File: src/rtl/komb_pkg.sv
// Shared definitions for the komb automaton: input symbol codes, state encodings
// and the default debounce length used by the input stage.
package komb_pkg;

    typedef logic [1:0] sym_t;

    localparam sym_t SYM_00  = 2'b00;
    localparam sym_t SYM_01  = 2'b01;
    localparam sym_t SYM_10  = 2'b10;
    localparam sym_t SYM_CLR = 2'b11;

    // Encodings shared by the komb next-state network and its state register.
    typedef enum logic [1:0] {
        ST_IDLE = 2'b00,
        ST_S1   = 2'b01,
        ST_S2   = 2'b10,
        ST_S3   = 2'b11
    } komb_state_t;

    localparam int DEB_CYCLES_DEFAULT = 16;

    // Highest-numbered press wins; the clear symbol beats everything.
    function automatic sym_t prio_sym(input logic [3:0] press);
        if (press[3])      return SYM_CLR;
        else if (press[2]) return SYM_10;
        else if (press[1]) return SYM_01;
        else               return SYM_00;
    endfunction

endpackage

File: src/rtl/komb_sym_input_btn_debounce.sv
// One push-button conditioner: two-flop synchroniser followed by a
// stability counter that only moves the debounced level after DEB_CYCLES quiet cycles.
module btn_debounce #(
    parameter int DEB_CYCLES = 16,
    parameter int CNT_W      = 20
) (
    input  logic clk,
    input  logic rst_n,
    input  logic btn,
    output logic db
);

    logic [1:0]       sync;
    logic [CNT_W-1:0] cnt;
    logic             sb;

    assign sb = sync[1];

    // NOTE: state registers use non-blocking assignments so every flop samples
    // pre-edge values; blocking here would collapse the synchroniser to one stage.
    always_ff @(posedge clk or negedge rst_n) begin
        if (!rst_n) begin
            sync <= '0;
            cnt  <= '0;
            db   <= 1'b0;
        end else begin
            sync <= {sync[0], btn};
            if (sb == db) begin
                cnt <= '0;
            end else if (cnt == CNT_W'(DEB_CYCLES - 1)) begin
                db  <= sb;
                cnt <= '0;
            end else begin
                cnt <= cnt + CNT_W'(1);
            end
        end
    end

endmodule

File: src/rtl/komb_sym_input.sv
// Input stage for komb: debounced button presses become 2-bit symbols, queued in
// a small FIFO and handed downstream over valid/ready, one symbol per press.
module komb_sym_input
    import komb_pkg::*;
#(
    parameter int DEB_CYCLES = DEB_CYCLES_DEFAULT,
    parameter int CNT_W      = 20,
    parameter int FIFO_DEPTH = 4,
    parameter int PTR_W      = 2
) (
    input  logic             clk,
    input  logic             rst_n,
    input  logic [3:0]       btn,
    input  logic             sym_ready,
    input  logic             ovf_clr,
    output logic             i1,
    output logic             i0,
    output logic             sym_valid,
    output logic [PTR_W:0]   fifo_level,
    output logic             overflow
);

    localparam logic [PTR_W-1:0] PTR_ONE = PTR_W'(1);
    localparam logic [PTR_W:0]   LVL_ONE = (PTR_W+1)'(1);
    localparam logic [PTR_W:0]   LVL_FULL = (PTR_W+1)'(FIFO_DEPTH);

    logic [3:0] db, db_d, press;

    for (genvar k = 0; k < 4; k++) begin : g_deb
        btn_debounce #(
            .DEB_CYCLES(DEB_CYCLES),
            .CNT_W     (CNT_W)
        ) u_deb (
            .clk  (clk),
            .rst_n(rst_n),
            .btn  (btn[k]),
            .db   (db[k])
        );
    end

    always_ff @(posedge clk or negedge rst_n) begin
        if (!rst_n) begin
            db_d  <= '0;
            press <= '0;
        end else begin
            db_d  <= db;
            press <= db & ~db_d;
        end
    end

    sym_t           mem [FIFO_DEPTH];
    logic [PTR_W-1:0] wr_ptr, rd_ptr;
    logic [PTR_W:0]   level;
    sym_t           push_sym, head;
    logic           push, clr, pop, full, accept, drop;

    // NOTE: every signal driven here gets a default first, so no path can
    // leave one unassigned and infer a latch.
    always_comb begin
        push     = |press;
        clr      = press[3];
        push_sym = prio_sym(press);
        full     = (level == LVL_FULL);
        pop      = sym_valid & sym_ready;
        accept   = push & (~full | pop);
        drop     = push & full & ~pop & ~clr;
    end

    // NOTE: the symbol storage is reset along with the pointers so the head
    // never shows stale data from before a reset.
    always_ff @(posedge clk or negedge rst_n) begin
        if (!rst_n) begin
            for (int i = 0; i < FIFO_DEPTH; i++) mem[i] <= SYM_00;
            wr_ptr   <= '0;
            rd_ptr   <= '0;
            level    <= '0;
            overflow <= 1'b0;
        end else begin
            if (clr) begin
                // Flush in place: the clear symbol becomes the only entry at the head.
                mem[rd_ptr] <= SYM_CLR;
                wr_ptr      <= rd_ptr + PTR_ONE;
                level       <= LVL_ONE;
            end else begin
                if (accept) begin
                    mem[wr_ptr] <= push_sym;
                    wr_ptr      <= wr_ptr + PTR_ONE;
                end
                if (pop) rd_ptr <= rd_ptr + PTR_ONE;
                case ({accept, pop})
                    2'b10:   level <= level + LVL_ONE;
                    2'b01:   level <= level - LVL_ONE;
                    default: level <= level;
                endcase
            end
            if (drop)         overflow <= 1'b1;
            else if (ovf_clr) overflow <= 1'b0;
        end
    end

    assign sym_valid  = (level != '0);
    assign head       = sym_valid ? mem[rd_ptr] : SYM_00;
    assign i1         = head[1];
    assign i0         = head[0];
    assign fifo_level = level;

endmodule
File: config.mk
export PLATFORM = sky130hd
export DESIGN_NAME = komb_sym_input
export DESIGN_NICKNAME = d
export VERILOG_FILES = /design/src/rtl/komb_pkg.sv /design/src/rtl/komb_sym_input_btn_debounce.sv /design/src/rtl/komb_sym_input.sv
export SDC_FILE = /design/constraint.sdc
export NUM_CORES = 1
export LEC_CHECK = 0
export ABC_AREA = 1
export CAP_MARGIN = 20
export CORE_MARGIN = 4
export CORE_UTILIZATION = 48
export DETAILED_ROUTE_END_ITERATION = 10
export PLACE_DENSITY = 0.67
export SLEW_MARGIN = 15
export SYNTH_ARGS = -nofsm -noshare
export SYNTH_HDL_FRONTEND = slang
export SYNTH_SLANG_ARGS = --single-unit
File: constraint.sdc
create_clock -name clk -period 1.9 [get_ports clk]
set_input_delay 0.19 -clock clk [delete_from_list [all_inputs] [get_ports clk]]
set_output_delay 0.19 -clock clk [all_outputs]
set_load 0.005 [all_outputs]
Word level (Yosys, flattened, before mapping)
Cells that the tools add are included.
{"block": "classes", "n_addsub": 8, "n_mul": 0, "div": 0, "magnitude_cmp": 4, "n_eq_ne": 11, "shifts": 0, "muxes": 28, "bitwise": 18, "reduce_logical": 12}
{"op": "$mux 20", "n": 8}
{"op": "$add 20x1->20 const B", "n": 4}
{"op": "$eq 20x4->1 const B", "n": 4}
{"op": "$mux 2", "n": 9}
{"op": "$mux 8", "n": 2}
{"op": "$reduce_and 2->1", "n": 5}
{"op": "$bwmux 8", "n": 1}
{"op": "$demux 2 s2", "n": 2}
{"op": "$or 8x8->8", "n": 1}
{"op": "$not 1->1", "n": 7}
{"op": "$ge 3x3->1 const B", "n": 2}
{"op": "$lt 3x1->1 const B", "n": 2}
{"op": "$not 2->3", "n": 2}
{"op": "$pmux 3 s2", "n": 1}
{"op": "$reduce_bool 3->1", "n": 2}
{"op": "$and 1x1->1", "n": 5}
{"op": "$add 2x1->2 const B", "n": 2}
{"op": "$and 4x4->4", "n": 1}
{"op": "$bmux 2 s2", "n": 1}
{"op": "$eq 1x1->1", "n": 4}
{"op": "$not 4->4", "n": 1}
{"op": "$reduce_bool 2->1", "n": 2}
{"op": "$reduce_or 4->1", "n": 1}
{"op": "$add 3x1->3 const B", "n": 1}
{"op": "other kinds (8)", "n": 11}
{"block": "totals", "ff_bits": 116, "latchBits": 0, "ramBits": 0, "mem_bits_ro": 0, "in_bits": 8, "output_inout_bits": 7, "wordCells": 103, "mem_count": 0}

Logic depth before layout (Yosys ltp)
{"block": "depth", "word_depth": 8, "ltp_mapped": 11, "depth_no_buf": 10}

By module
A second synthesis with hierarchy kept.
{"block": "unflattened", "cells_unflattened": 828, "area_unflattened_um2": 6620.1}
{"mod": "btn_debounce", "n_inst": 4, "cells_per_inst": 166, "area_each_um2": 1307.5, "seq_area_each_um2": 575.6}
{"mod": "komb_sym_input", "n_inst": 1, "cells_per_inst": 164, "area_each_um2": 1390.1, "seq_area_each_um2": 600.6}

Worst setup path before layout
Ideal clock, no wire load.
{"block": "synth_path", "kind": "register to register", "from": "register level[0], in the netlist fifo_level[0]", "to": "register level[2], in the netlist fifo_level[2]", "setup_time_ns": 0.117, "t_arrival_ns": 1.448, "required_ns": 1.783, "setup_slack_ns": 0.335, "path_stages_with_launch": 10, "path_buffers": 0, "synth_period_minus_slack_ns": 1.565, "cell_sequence": "dfrtp_1 nor2_4 nand2_2 nand3_4 inv_1 fa_1 inv_1 nand3_1 nand3_1 nand2_1"}
{"block": "synth_via", "elab_chain_cells": 7, "word_cells_on_any_way": 13, "classes_between": "add/sub (2); eq/ne (3); mux (2); bitwise (4); reduce/logical (2)"}
{"element": "start: declaration", "line_no": "komb_sym_input.sv:53", "text": "logic [PTR_W:0] level;"}
{"element": "start signal: assignment", "line_no": "komb_sym_input.sv:91", "text": "2'b10: level <= level + LVL_ONE;"}
{"element": "start signal: assignment", "line_no": "komb_sym_input.sv:92", "text": "2'b01: level <= level - LVL_ONE;"}
{"element": "start signal: assignment", "line_no": "komb_sym_input.sv:93", "text": "default: level <= level;"}
{"element": "$reduce_bool 3->1 (*)", "line_no": "komb_sym_input.sv:101", "text": "assign sym_valid = (level != '0);"}
{"element": "via sym_valid", "line_no": "komb_sym_input.sv:18", "text": "output logic sym_valid,"}
{"element": "$and 1x1->1 (*)", "line_no": "komb_sym_input.sv:64", "text": "pop = sym_valid & sym_ready;"}
{"element": "$or 1x1->1", "line_no": "komb_sym_input.sv:65", "text": "accept = push & (~full | pop);"}
{"element": "$and 1x1->1", "line_no": "komb_sym_input.sv:65"}
{"element": "$eq 2x1->1 or $eq 2x2->1 (tied branches)", "line_no": "komb_sym_input.sv:90", "text": "case ({accept, pop})"}
{"element": "$pmux 3 s2", "line_no": "komb_sym_input.sv:90"}
{"element": "$mux 3", "line_no": "komb_sym_input.sv:79", "text": "if (clr) begin"}
Mark *: on every way through the listed nets, which the timed path passes. The rest lies on a longest branch.
A chain may end at the register's enable or synchronous reset.

Worst setup path in the final report
{"block": "layout_path", "from": "register level[0], in the netlist fifo_level[0]", "to": "output sym_valid"}
{"block": "layout_via", "elab_chain_cells": 1}
{"element": "$reduce_bool 3->1", "line_no": "komb_sym_input.sv:101"}
{"element": "end: declaration", "line_no": "komb_sym_input.sv:18"}
No other way between the ends.

==> results.txt <==
The most area-hungry cell type in the Yosys netlist is sky130_fd_sc_hd__dfrtp_1. The number of violations reported at the end of detailed-routing iteration 0 came out at around 260. The maximum root-to-sink buffer count is 2. The number of failing setup endpoints in the final timing report came out at 0.

For this block, wires on met1 add up to 5340 um. The number of nets still failing antenna checks after routing came out at 0. The first-pass iteration count of the detailed router is 4. The remaining routing DRC violations came out at 0. The worst setup slack after placement is 0.179 ns. After synthesis, the share of flip-flops with an asynchronous set or reset is 1.00. The core utilization of the finished layout is 0.568.

After technology mapping, the gate count stands at 749. The via count of the first global-routing pass was approximately 4700. In the layout the commonest cells are sky130_fd_sc_hd__nor2_1 (164), sky130_fd_sc_hd__nand2_1 (148), sky130_fd_sc_hd__dfrtp_1 (115), sky130_fd_sc_hd__inv_1 (70), sky130_fd_sc_hd__xor2_1 (51). The static leakage power is 3.06 nW. The clock input transition at the sequential cells of the worst setup and hold paths is 0.06 ns. Clock tree synthesis inserted a total of 17 buffers. Derived from the worst setup path, the maximum achievable clock frequency is about 570 MHz. The number of antenna violations at the first check in global routing came out at 0. The number of sinks driven by the clock tree came out at 116. TritonCTS built the clock tree.

The peak fanout along the critical path came out at 4. Wire segments on met3 add up to 433 um in the final route. The area share of the leading cell type in the synthesized netlist came out at 0.471. The sequential cell area in the final layout came out at 0.00290 mm^2.

The total number of placement rows is 41. The later pin in the worst-skew pair is clocked with a latency of 0.41 ns. The average cell area after synthesis came out at 8.23 um^2. The top routing layer in use is met4. The net count after synthesis came out at 770. The die is 121 um wide. The largest individual stage delay along the critical path comes from the cell sky130_fd_sc_hd__clkdlybuf4s50_1. The post-synthesis register bit count came out at 116. The setup TNS came out at 0 ns.

The part of the Yosys area used for sequential elements came out at 0.471. Relative to the synthesized area, the layout overhead comes to 16.2%. Yosys attributes the largest share of cell area to sky130_fd_sc_hd__dfrtp_1 (47%), sky130_fd_sc_hd__nor2_1 (10%), sky130_fd_sc_hd__nand2_1 (9.0%), sky130_fd_sc_hd__xor2_1 (7.2%), sky130_fd_sc_hd__inv_1 (4.3%). The via density per instance is 4.91. For this run, the leading register cell type out of synthesis is sky130_fd_sc_hd__dfrtp_1. The via count is 4754. The setup clock skew after layout is 0.00463 ns.

The worst path meets setup with around 0.13 ns of slack. The total length of routed met2 wires came out at between 5000 and 6000 um. The number of nets in the final layout came out at 804. The die covers 0.0147 mm^2.

In this design, the stage delay of the slowest critical-path cell is 0.46 ns. The maximum level of the CTS H-tree came out at 4. The total power per unit cell area is 940 mW/mm^2. The count of different cell masters after synthesis came out at 36. The number of filler cells placed in the layout is around 1100. The path type of the worst min-delay path is input port to flip-flop. The buffer cell driving the clock tree root is sky130_fd_sc_hd__clkbuf_16. The type of the worst setup path is flip-flop to primary output. The worst register-to-register path has a setup slack of 0.27 ns. In this run, synthesis inferred 0 flip-flops with an integrated enable. The repair_antennas step left the layout with diodes totalling 0. During placement, the flow inserted port buffers numbering 14. For this run, the number of Yosys warnings is 0. The global-route wire length before repair is 20800 um.

The area of the placeable core is 0.0126 mm^2. The pin count of the biggest net entering global routing is 66. The headroom to the max-slew limit is 0.656. The post-layout minimum cycle time is between 1.5 and 2 ns. The count of final hold-check violations is 0. The die outline height came out at 121 um. The reported max-cap violation count came out at 0. The signal on the critical path passes through nor2_4 -> nand2_2 -> clkdlybuf4s50_1. The total congestion overflow came out at 0. Once layout is done, the placed cells without fillers occupy 0.00716 mm^2. The flow ran to the end, and the final reports show no timing, DRC or antenna violations. The initial standard-cell utilization of the core is 0.488. The worst endpoint required time is roughly 1.7 ns. The worst setup path is captured at a primary output. The boundary pin count is 15. Across the VDD grid, the largest voltage drop is 0.552 mV.

The total wire length after detailed routing came out at 11700 um. The measured slew at the worst slew-check pin came out at slightly above 0.5 ns. The nature of the critical path startpoint is a flip-flop. The library cell used most frequently in the layout, excluding fill and tap cells, is sky130_fd_sc_hd__nor2_1. The routability congestion estimate from global placement came out at 0.879. The share of the clock period used by the worst path after layout came out at 0.931. The netlist area before placement is 0.00616 mm^2. The total routing resource utilization after global routing came out at 0.176.

Setup repair after global routing left no endpoint under its margin. The wire length per cell after detailed routing is 12.1 um. The final-report max-slew violation count came out at 0.

The placed wire-length estimate came out at 8480 um. The data arrival at the endpoint of the critical path is roughly 1.6 ns. The total area of multi-input combinational cells came out at 0.00294 mm^2. The fraction of final layout cells sized beyond drive strength 1 came out at 0.119. The total cell area at the placement stage is 0.00652 mm^2.
==> cell type report <==
type / instances / area share
multi-input combinational: 553 / 0.410
sequential: 116 / 0.405
clock buffer: 17 / 0.0594
inverter: 73 / 0.0384
timing repair buffer: 22 / 0.0311
tap: 172 / 0.0300
clock inverter: 15 / 0.0255
==> per-stage QoR <==
step | total power [mW] | hold slack (ns) | cells
final | 6.73 | 0.213 | 968
after global routing | 7.05 | 0.194 | 968
after floorplan | 3.15 | -0.106 | 749
after detailed placement | 3.50 | 0.212 | 932
after CTS | 6.80 | 0.191 | 968
after global placement | 3.47 | 0.209 | 932
==> layer usage <==
metal	track usage	vias up
li1	-	2428
met3	0.0452	22
met2	0.287	91
met5	0	-
met1	0.222	2213
met4	0.0791	0
==> critical path, delay by kind of cell (launching register included) <==
family | cells | cell delay, ns
buf+inv | 1 | 0.46
flops | 1 | 0.44
simple gates | 2 | 0.27
==> logic make-up after synthesis <==
group	synth area share
fa+ha+maj	0.0276
xor+xnor	0.0895
simple gates	0.323
buf+inv	0.0524
compound gates	0.0363
flops	0.471
==> synthesized netlist by cell type, types with 12 or more instances <==
library cell / instances
sky130_fd_sc_hd__ha_1: 12
sky130_fd_sc_hd__nor3_1: 12
sky130_fd_sc_hd__nor2_1: 164
sky130_fd_sc_hd__nand4_1: 12
sky130_fd_sc_hd__a21oi_1: 13
sky130_fd_sc_hd__nand2_1: 148
sky130_fd_sc_hd__xor2_1: 51
sky130_fd_sc_hd__nor2_2: 12
sky130_fd_sc_hd__nand3_1: 49
sky130_fd_sc_hd__xnor2_1: 12
sky130_fd_sc_hd__inv_1: 71
sky130_fd_sc_hd__dfrtp_1: 116
==> repair_timing <==
item                                    CTS  global route
hold endpoints to repair                116             0
pin swaps                                 0             1
hold buffers                              1             0
buffers inserted                          3             0
gates resized for setup                   5             0
endpoints found under the setup margin    2             1
==> worst paths after layout <==
check                                                 start  cells after the start                               end
setup / recovery                  fifo_level[0]$_DFFE_PN0P_                      3                         sym_valid
hold / removal                                       btn[1]                      1  g_deb[1].u_deb.sync[0]$_DFF_PN0_
setup reg to reg                  fifo_level[0]$_DFFE_PN0P_                      9         fifo_level[2]$_DFFE_PN0P_
hold reg to reg            g_deb[0].u_deb.sync[0]$_DFF_PN0_                      0  g_deb[0].u_deb.sync[1]$_DFF_PN0_
max in group asynchronous                             rst_n                      3                mem[2]$_DFFE_PN0P_
min in group asynchronous                             rst_n                      3  g_deb[0].u_deb.cnt[15]$_DFF_PN0_
==> registers in the layout, indices dropped and copies added, names as in the netlist <==
signal / count
db_d: 4
fifo_level: 3
rd_ptr: 2
press: 4
g_deb.u_deb.sync: 8
wr_ptr: 2
g_deb.u_deb.db: 4
g_deb.u_deb.cnt: 80
mem: 8
overflow: 1
==> power breakdown <==
| part | internal [mW] | switching, mW | leakage (nW) |
|---|---|---|---|
| Combinational | 0.362 | 0.455 | 1.23 |
| Clock | 2.07 | 1.17 | 0.297 |
| Sequential | 2.57 | 0.113 | 1.54 |
| Total | 5.00 | 1.73 | 3.06 |
Note: power is estimated with default switching activity, not from simulation.
